`src/rtl/apb_master.sv`:
```
// APB initiator: turns a valid/ready command into one APB transfer and returns
// a single-cycle response pulse carrying read data and a timeout flag.
module apb_master #(
  parameter int ADDR_W  = 8,
  parameter int DATA_W  = 16,
  parameter int TIMEOUT = 16
) (
  input  logic              pclk,
  input  logic              rst,
  input  logic              cmd_valid,
  output logic              cmd_ready,
  input  logic              cmd_write,
  input  logic [ADDR_W-1:0] cmd_addr,
  input  logic [DATA_W-1:0] cmd_wdata,
  output logic              rsp_valid,
  output logic [DATA_W-1:0] rsp_rdata,
  output logic              rsp_err,
  output logic              busy,
  output logic              psel,
  output logic              penable,
  output logic [ADDR_W-1:0] paddr,
  output logic              pwrite,
  output logic [DATA_W-1:0] pwdata,
  input  logic [DATA_W-1:0] prdata,
  input  logic              pready
);

  localparam int CNT_W = $clog2(TIMEOUT) + 1;
  localparam logic [CNT_W-1:0] CNT_LIMIT = (TIMEOUT == 0) ? '0 : CNT_W'(TIMEOUT - 1);
  localparam logic [CNT_W-1:0] CNT_MAX   = '1;
  localparam bit TIMEOUT_EN = (TIMEOUT != 0);

  typedef enum logic [2:0] {
    S_IDLE   = 3'b001,
    S_SETUP  = 3'b010,
    S_ACCESS = 3'b100
  } state_t;

  state_t           r_state;
  state_t           w_state_nxt;
  logic [CNT_W-1:0] r_cnt;
  logic [CNT_W-1:0] w_cnt_nxt;
  logic             w_in_access;
  logic             w_timeout;
  logic             w_accept;

  // A timeout cycle is never a completion cycle, so it also keeps cmd_ready low.
  assign w_in_access = (r_state == S_ACCESS);
  assign w_timeout   = TIMEOUT_EN && w_in_access && !pready && (r_cnt == CNT_LIMIT);
  assign cmd_ready   = (r_state == S_IDLE) || (w_in_access && pready);
  assign w_accept    = cmd_valid && cmd_ready;
  assign busy        = (r_state == S_SETUP) || (r_state == S_ACCESS);

  always_comb begin
    w_state_nxt = r_state;
    w_cnt_nxt   = r_cnt;
    case (r_state)
      S_IDLE: begin
        if (w_accept) begin
          w_state_nxt = S_SETUP;
          w_cnt_nxt   = '0;
        end else begin
          w_state_nxt = S_IDLE;
        end
      end
      S_SETUP: begin
        w_state_nxt = S_ACCESS;
      end
      S_ACCESS: begin
        if (pready) begin
          if (w_accept) begin
            w_state_nxt = S_SETUP;
            w_cnt_nxt   = '0;
          end else begin
            w_state_nxt = S_IDLE;
          end
        end else if (w_timeout) begin
          w_state_nxt = S_IDLE;
        end else begin
          // Saturate so a disabled timeout can never wrap into a false limit.
          w_cnt_nxt = (r_cnt == CNT_MAX) ? r_cnt : r_cnt + CNT_W'(1);
        end
      end
      default: begin
        w_state_nxt = S_IDLE;
        w_cnt_nxt   = '0;
      end
    endcase
  end

  always_ff @(posedge pclk) begin
    if (!rst) begin
      r_state   <= S_IDLE;
      r_cnt     <= '0;
      psel      <= 1'b0;
      penable   <= 1'b0;
      paddr     <= '0;
      pwrite    <= 1'b0;
      pwdata    <= '0;
      rsp_valid <= 1'b0;
      rsp_rdata <= '0;
      rsp_err   <= 1'b0;
    end else begin
      r_state <= w_state_nxt;
      r_cnt   <= w_cnt_nxt;
      psel    <= (w_state_nxt != S_IDLE);
      penable <= (w_state_nxt == S_ACCESS);
      if (w_accept) begin
        paddr  <= cmd_addr;
        pwrite <= cmd_write;
        pwdata <= cmd_write ? cmd_wdata : '0;
      end else begin
        paddr  <= paddr;
        pwrite <= pwrite;
        pwdata <= pwdata;
      end
      // Response is a registered echo of the completing or aborting ACCESS edge.
      rsp_valid <= w_in_access && (pready || w_timeout);
      rsp_err   <= w_timeout;
      rsp_rdata <= (w_in_access && pready && !pwrite) ? prdata : '0;
    end
  end

endmodule
```
`config.mk`:
```
export PLATFORM = sky130hd
export DESIGN_NAME = apb_master
export DESIGN_NICKNAME = d
export VERILOG_FILES = /design/src/rtl/apb_master.sv
export SDC_FILE = /design/constraint.sdc
export NUM_CORES = 1
export LEC_CHECK = 0
export BUFFER_PORTS_ARGS = -buffer_cell sky130_fd_sc_hd__buf_2
export CAP_MARGIN = 30
export CORE_ASPECT_RATIO = 0.6
export CORE_UTILIZATION = 49
export CTS_BUF_LIST = sky130_fd_sc_hd__clkbuf_16
export DETAILED_ROUTE_END_ITERATION = 12
export GPL_ROUTABILITY_DRIVEN = 0
export PLACE_DENSITY = 0.83
export SYNTH_ARGS = -nofsm -noshare
export SYNTH_HDL_FRONTEND = slang
export SYNTH_SLANG_ARGS = --single-unit
```
`constraint.sdc`:
```
create_clock -name pclk -period 2.5 [get_ports pclk]
set_clock_uncertainty 0.05 [all_clocks]
set_input_delay 0.25 -clock pclk [delete_from_list [all_inputs] [get_ports pclk]]
set_output_delay 0.25 -clock pclk [all_outputs]
set_load 0.005 [all_outputs]
```
==> metrics.sh <==
GRT_ANTENNA_BEFORE_REPAIR=0
FF2FF_PATH_DEPTH=7
FIRST_GLOBAL_VIAS=1650
TIMING.CRITICAL_PATH.FROM='r_cnt[0]$_SDFFE_PN0P_'
POSTCTSSETUPBUFFERS=0
YS_SEQ_ELEMENTS=53
ROUTE.DETAILED.VIAS_PER_INST=5.06
PATH_CLASS='reg2reg'
PLACEDCELLCOUNT=341
ROOT_BUFFER='sky130_fd_sc_hd__clkbuf_16'
INSERTEDDIODECOUNT=0
GRT_UTIL_ALL_LAYERS=0.207
MAX_CAP_VIOL_COUNT=0
SETUP.REG_TO_REG.WORST_SLACK_NS=0.59
TOTALNEGATIVESETUPSLACK_NS=0
SYNTH_NETS=266
YOSYSSEQAREASHARE=0.526
CHIPHEIGHT_UM=51.7
CORE_AREA_MM2=0.00381
IO_PINS=92
PLACE.DETAILED.HPWL_UM=3110
SYNTH.MOST_COMMON_CELL='sky130_fd_sc_hd__dfxtp_1'
GRT_MAX_DEGREE=64
HOLD_PATH_DEPTH=2
RSZ_0062_RAISED_AFTER_GLOBAL_ROUTING='false'
MIN-DELAY-PATH-CLASS='in2reg'
FIN_AREA_MM2=0.00261
POST-LAYOUT-TOTAL-POWER_W=0.00171
SYNTH_FF_TYPE='sky130_fd_sc_hd__dfxtp_1'
MOST_AREA_HUNGRY_CELL_TYPE_IN_THE_YOSYS_NETLIST='sky130_fd_sc_hd__dfxtp_1'
REG2REG_TO='r_cnt[2]$_SDFFE_PN0P_'
CP_CELL_SEQUENCE='ha_1 -> and3_1 -> ha_1 -> nor3_1 -> nor4_1 -> nor3_2 -> a31oi_1'
NETLIST.AREA_LEADER.SHARE=0.526
DRTITER0DRC=123
CTS_BUFFERS=5
SYNTH-EDFF-COUNT=0
CLKLATENCYLATEPIN_NS=0.28
ROUTED-VIA-COUNT=1766
CRITICAL_PATH.N_BUFFERS_INVERTERS=0
POWER.DENSITY_CELL_AREA_mW_PER_MM2=653
OUTCOME='finished with violations'
CLOCK_PATH_BUFFERS=2
GRT_FIRST_PASS_WIRELENGTH_UM=7110
CPMOSTUSEDCELL='sky130_fd_sc_hd__ha_1'
CELL_AREA_PLACED_MM2=0.00247
FINAL_CORE_UTILIZATION=0.686
INITIAL_CORE_UTIL=0.530
CRITICAL-PATH-SLOWEST-CELL='sky130_fd_sc_hd__dfxtp_1'
VIOLATIONS='design-rule violations'
START_KIND='register'
SLEW_HEADROOM=0.624
CELL_FAMILY_WITH_THE_LARGEST_SHARE_OF_CRITICAL_PATH_DELAY='simple AND/OR/NAND/NOR gates'
YS_TOP_CELLS_BY_AREA='sky130_fd_sc_hd__dfxtp_1, sky130_fd_sc_hd__o21ai_1, sky130_fd_sc_hd__and2_1, sky130_fd_sc_hd__nand2_1, sky130_fd_sc_hd__nand4_1'
CTS_MAX_LEVEL=2
WORST_MIN_DELAY_PATH_STARTPOINT='prdata[15]'
RR_STARTPOINT='r_cnt[0]$_SDFFE_PN0P_'
FINAL-MAX-SLEW-VIOLATION-COUNT=0
POST_ROUTE_CELLS_DRIVE_ABOVE_1_SHARE=0.354
ENDPOINT_KIND='register'
FINALCRITICALPERIOD_NS=1.91
WIRELENGTH_UM=4270
WORST-ENDPOINT-REQUIRED_NS=2.60
YOSYS_WARNINGS=0
CLK_PIN_SLEW_WORST_PATHS_NS=0.07
HIGHEST_CELL_DELAY_ON_THE_WORST_TIMING_PATH_NS=0.34
IO_BUFFER_COUNT=91
FP-ROW-COUNT=17
ROUTEDWLPERCELL_UM=12.2
TIMING.HOLD.WORST_ENDPOINT='rsp_rdata[15]$_SDFF_PN0_'
TRITONCTS='yes'
SYNTHDISTINCTLIBCELLS=34
DRTPASS1ITERATIONS=10
SYNTHARSTFLOPSHARE=0
VDD_DROP_MAX_mV=0.326
CELL_AREA_SYNTH_MM2=0.00202
SYNTH_TOP_CELLS_BY_COUNT='sky130_fd_sc_hd__dfxtp_1, sky130_fd_sc_hd__o21ai_1, sky130_fd_sc_hd__nand2_1'
CRITICAL_PATH.MAX_FANOUT=5
CTS_HOLD_BUF=0
STATIC-LEAKAGE-POWER_nW=1.19
CP.ARRIVAL_NS=2.01
ANT_NETS=0
TIMING.FINAL.CRIT_SHARE=0.764
PER_INSTANCE_AVERAGE_AREA_AFTER_SYNTHESIS_UM2=9.25
LAYOUTNONFILLERINSTCOUNT=349
FINAL-HOLD-VIOLATION-COUNT=0
TIGHTEST_SLEW_NS=0.565
CTS_REPAIR_RESIZE_COUNT=0
DIE_AREA_MM2=0.00439
DIE_X_UM=84.8
FMAX_MHz=523
SYNTHCELLS=218
SYNTHTOLAYOUTAREAGROWTH_PCT=29.6
FINAL_NETS=349
DRC=9
CTS_SINKS=53
GR-TOTAL-OVERFLOW=0
TIMING.FINAL.SETUP_VIOLATIONS=0
[report_power, final]
part	leakage (nW)	total [W]	switching, W	internal, W
logic	0.693	0.000153	0.0000844	0.0000689
registers	0.430	0.000889	0.0000190	0.000870
clock network	0.0702	0.000663	0.000291	0.000372
[cells by family (layout without fill, tap and decap cells)]
kind of cell    count (synthesis)  after routing  synth area share
compound gates                 43             43             0.119
fa+ha+maj                       3              3            0.0186
flops                          53             53             0.526
buf+inv                        20            104            0.0484
simple gates                   99             99             0.288
[state kept, by name, indices dropped and copies added (netlist names)]
register,count
paddr,8
penable,1
r_state,3
psel,1
rsp_valid,1
rsp_err,1
r_cnt,5
pwrite,1
rsp_rdata,16
pwdata,16
[through the flow]
| stage | setup WS, ns | hold slack, ns |
|---|---|---|
| floorplan | 0.803 | 0.322 |
| global placement | 0.623 | 0.382 |
| detailed placement | 0.581 | 0.388 |
| CTS | 0.577 | 0.109 |
| global route | 0.429 | 0.120 |
| finish | 0.589 | 0.115 |
[layout by cell type, fill, tap and decap left out, types with 2 or more instances in the layout]
| cell | instances |
|---|---|
| sky130_fd_sc_hd__buf_2 | 91 |
| sky130_fd_sc_hd__dfxtp_1 | 53 |
| sky130_fd_sc_hd__o21ai_1 | 28 |
| sky130_fd_sc_hd__nand2_1 | 27 |
| sky130_fd_sc_hd__and2_1 | 19 |
| sky130_fd_sc_hd__nand4_1 | 16 |
| sky130_fd_sc_hd__nand3_1 | 11 |
| sky130_fd_sc_hd__a21oi_1 | 6 |
| sky130_fd_sc_hd__clkbuf_16 | 5 |
| sky130_fd_sc_hd__nand2b_1 | 4 |
| sky130_fd_sc_hd__nor2b_1 | 3 |
| sky130_fd_sc_hd__nand3b_1 | 3 |
| sky130_fd_sc_hd__inv_1 | 3 |
| sky130_fd_sc_hd__and3_1 | 3 |
| sky130_fd_sc_hd__nor2_1 | 3 |
| sky130_fd_sc_hd__ha_1 | 3 |
| sky130_fd_sc_hd__nor3b_1 | 2 |
| sky130_fd_sc_hd__o21ai_0 | 2 |
| sky130_fd_sc_hd__buf_4 | 2 |
[metal layers]
layer | global-route usage | vias to the layer above | part of all wire
met5 | 0 | - | 0
met1 | 0.260 | 776 | 0.50
met2 | 0.354 | 65 | 0.41
met4 | 0.0480 | 0 | 0.0028
met3 | 0.0651 | 2 | 0.086
li1 | - | 923 | -
[cell type report]
class                           instances  area [um2]
Clock buffer                            5         125
Fill cell                             305        1190
Inverter                                3        11.3
Timing Repair Buffer                   93         470
Sequential cell                        53        1060
Tap cell                               47        58.8
Clock inverter                          3        21.3
Multi-Input combinational cell        145         866
[how the worst max path moves through the flow]
stage | end | cells past startpoint
after global placement | r_cnt[2]$_SDFFE_PN0P_ | 7
after global routing | r_cnt[2]$_SDFFE_PN0P_ | 7
after detailed placement | r_cnt[2]$_SDFFE_PN0P_ | 7
after CTS | r_cnt[2]$_SDFFE_PN0P_ | 7
after floorplan | r_cnt[2]$_SDFFE_PN0P_ | 7
final | r_cnt[2]$_SDFFE_PN0P_ | 7
Note: power is estimated with default switching activity, not from simulation.
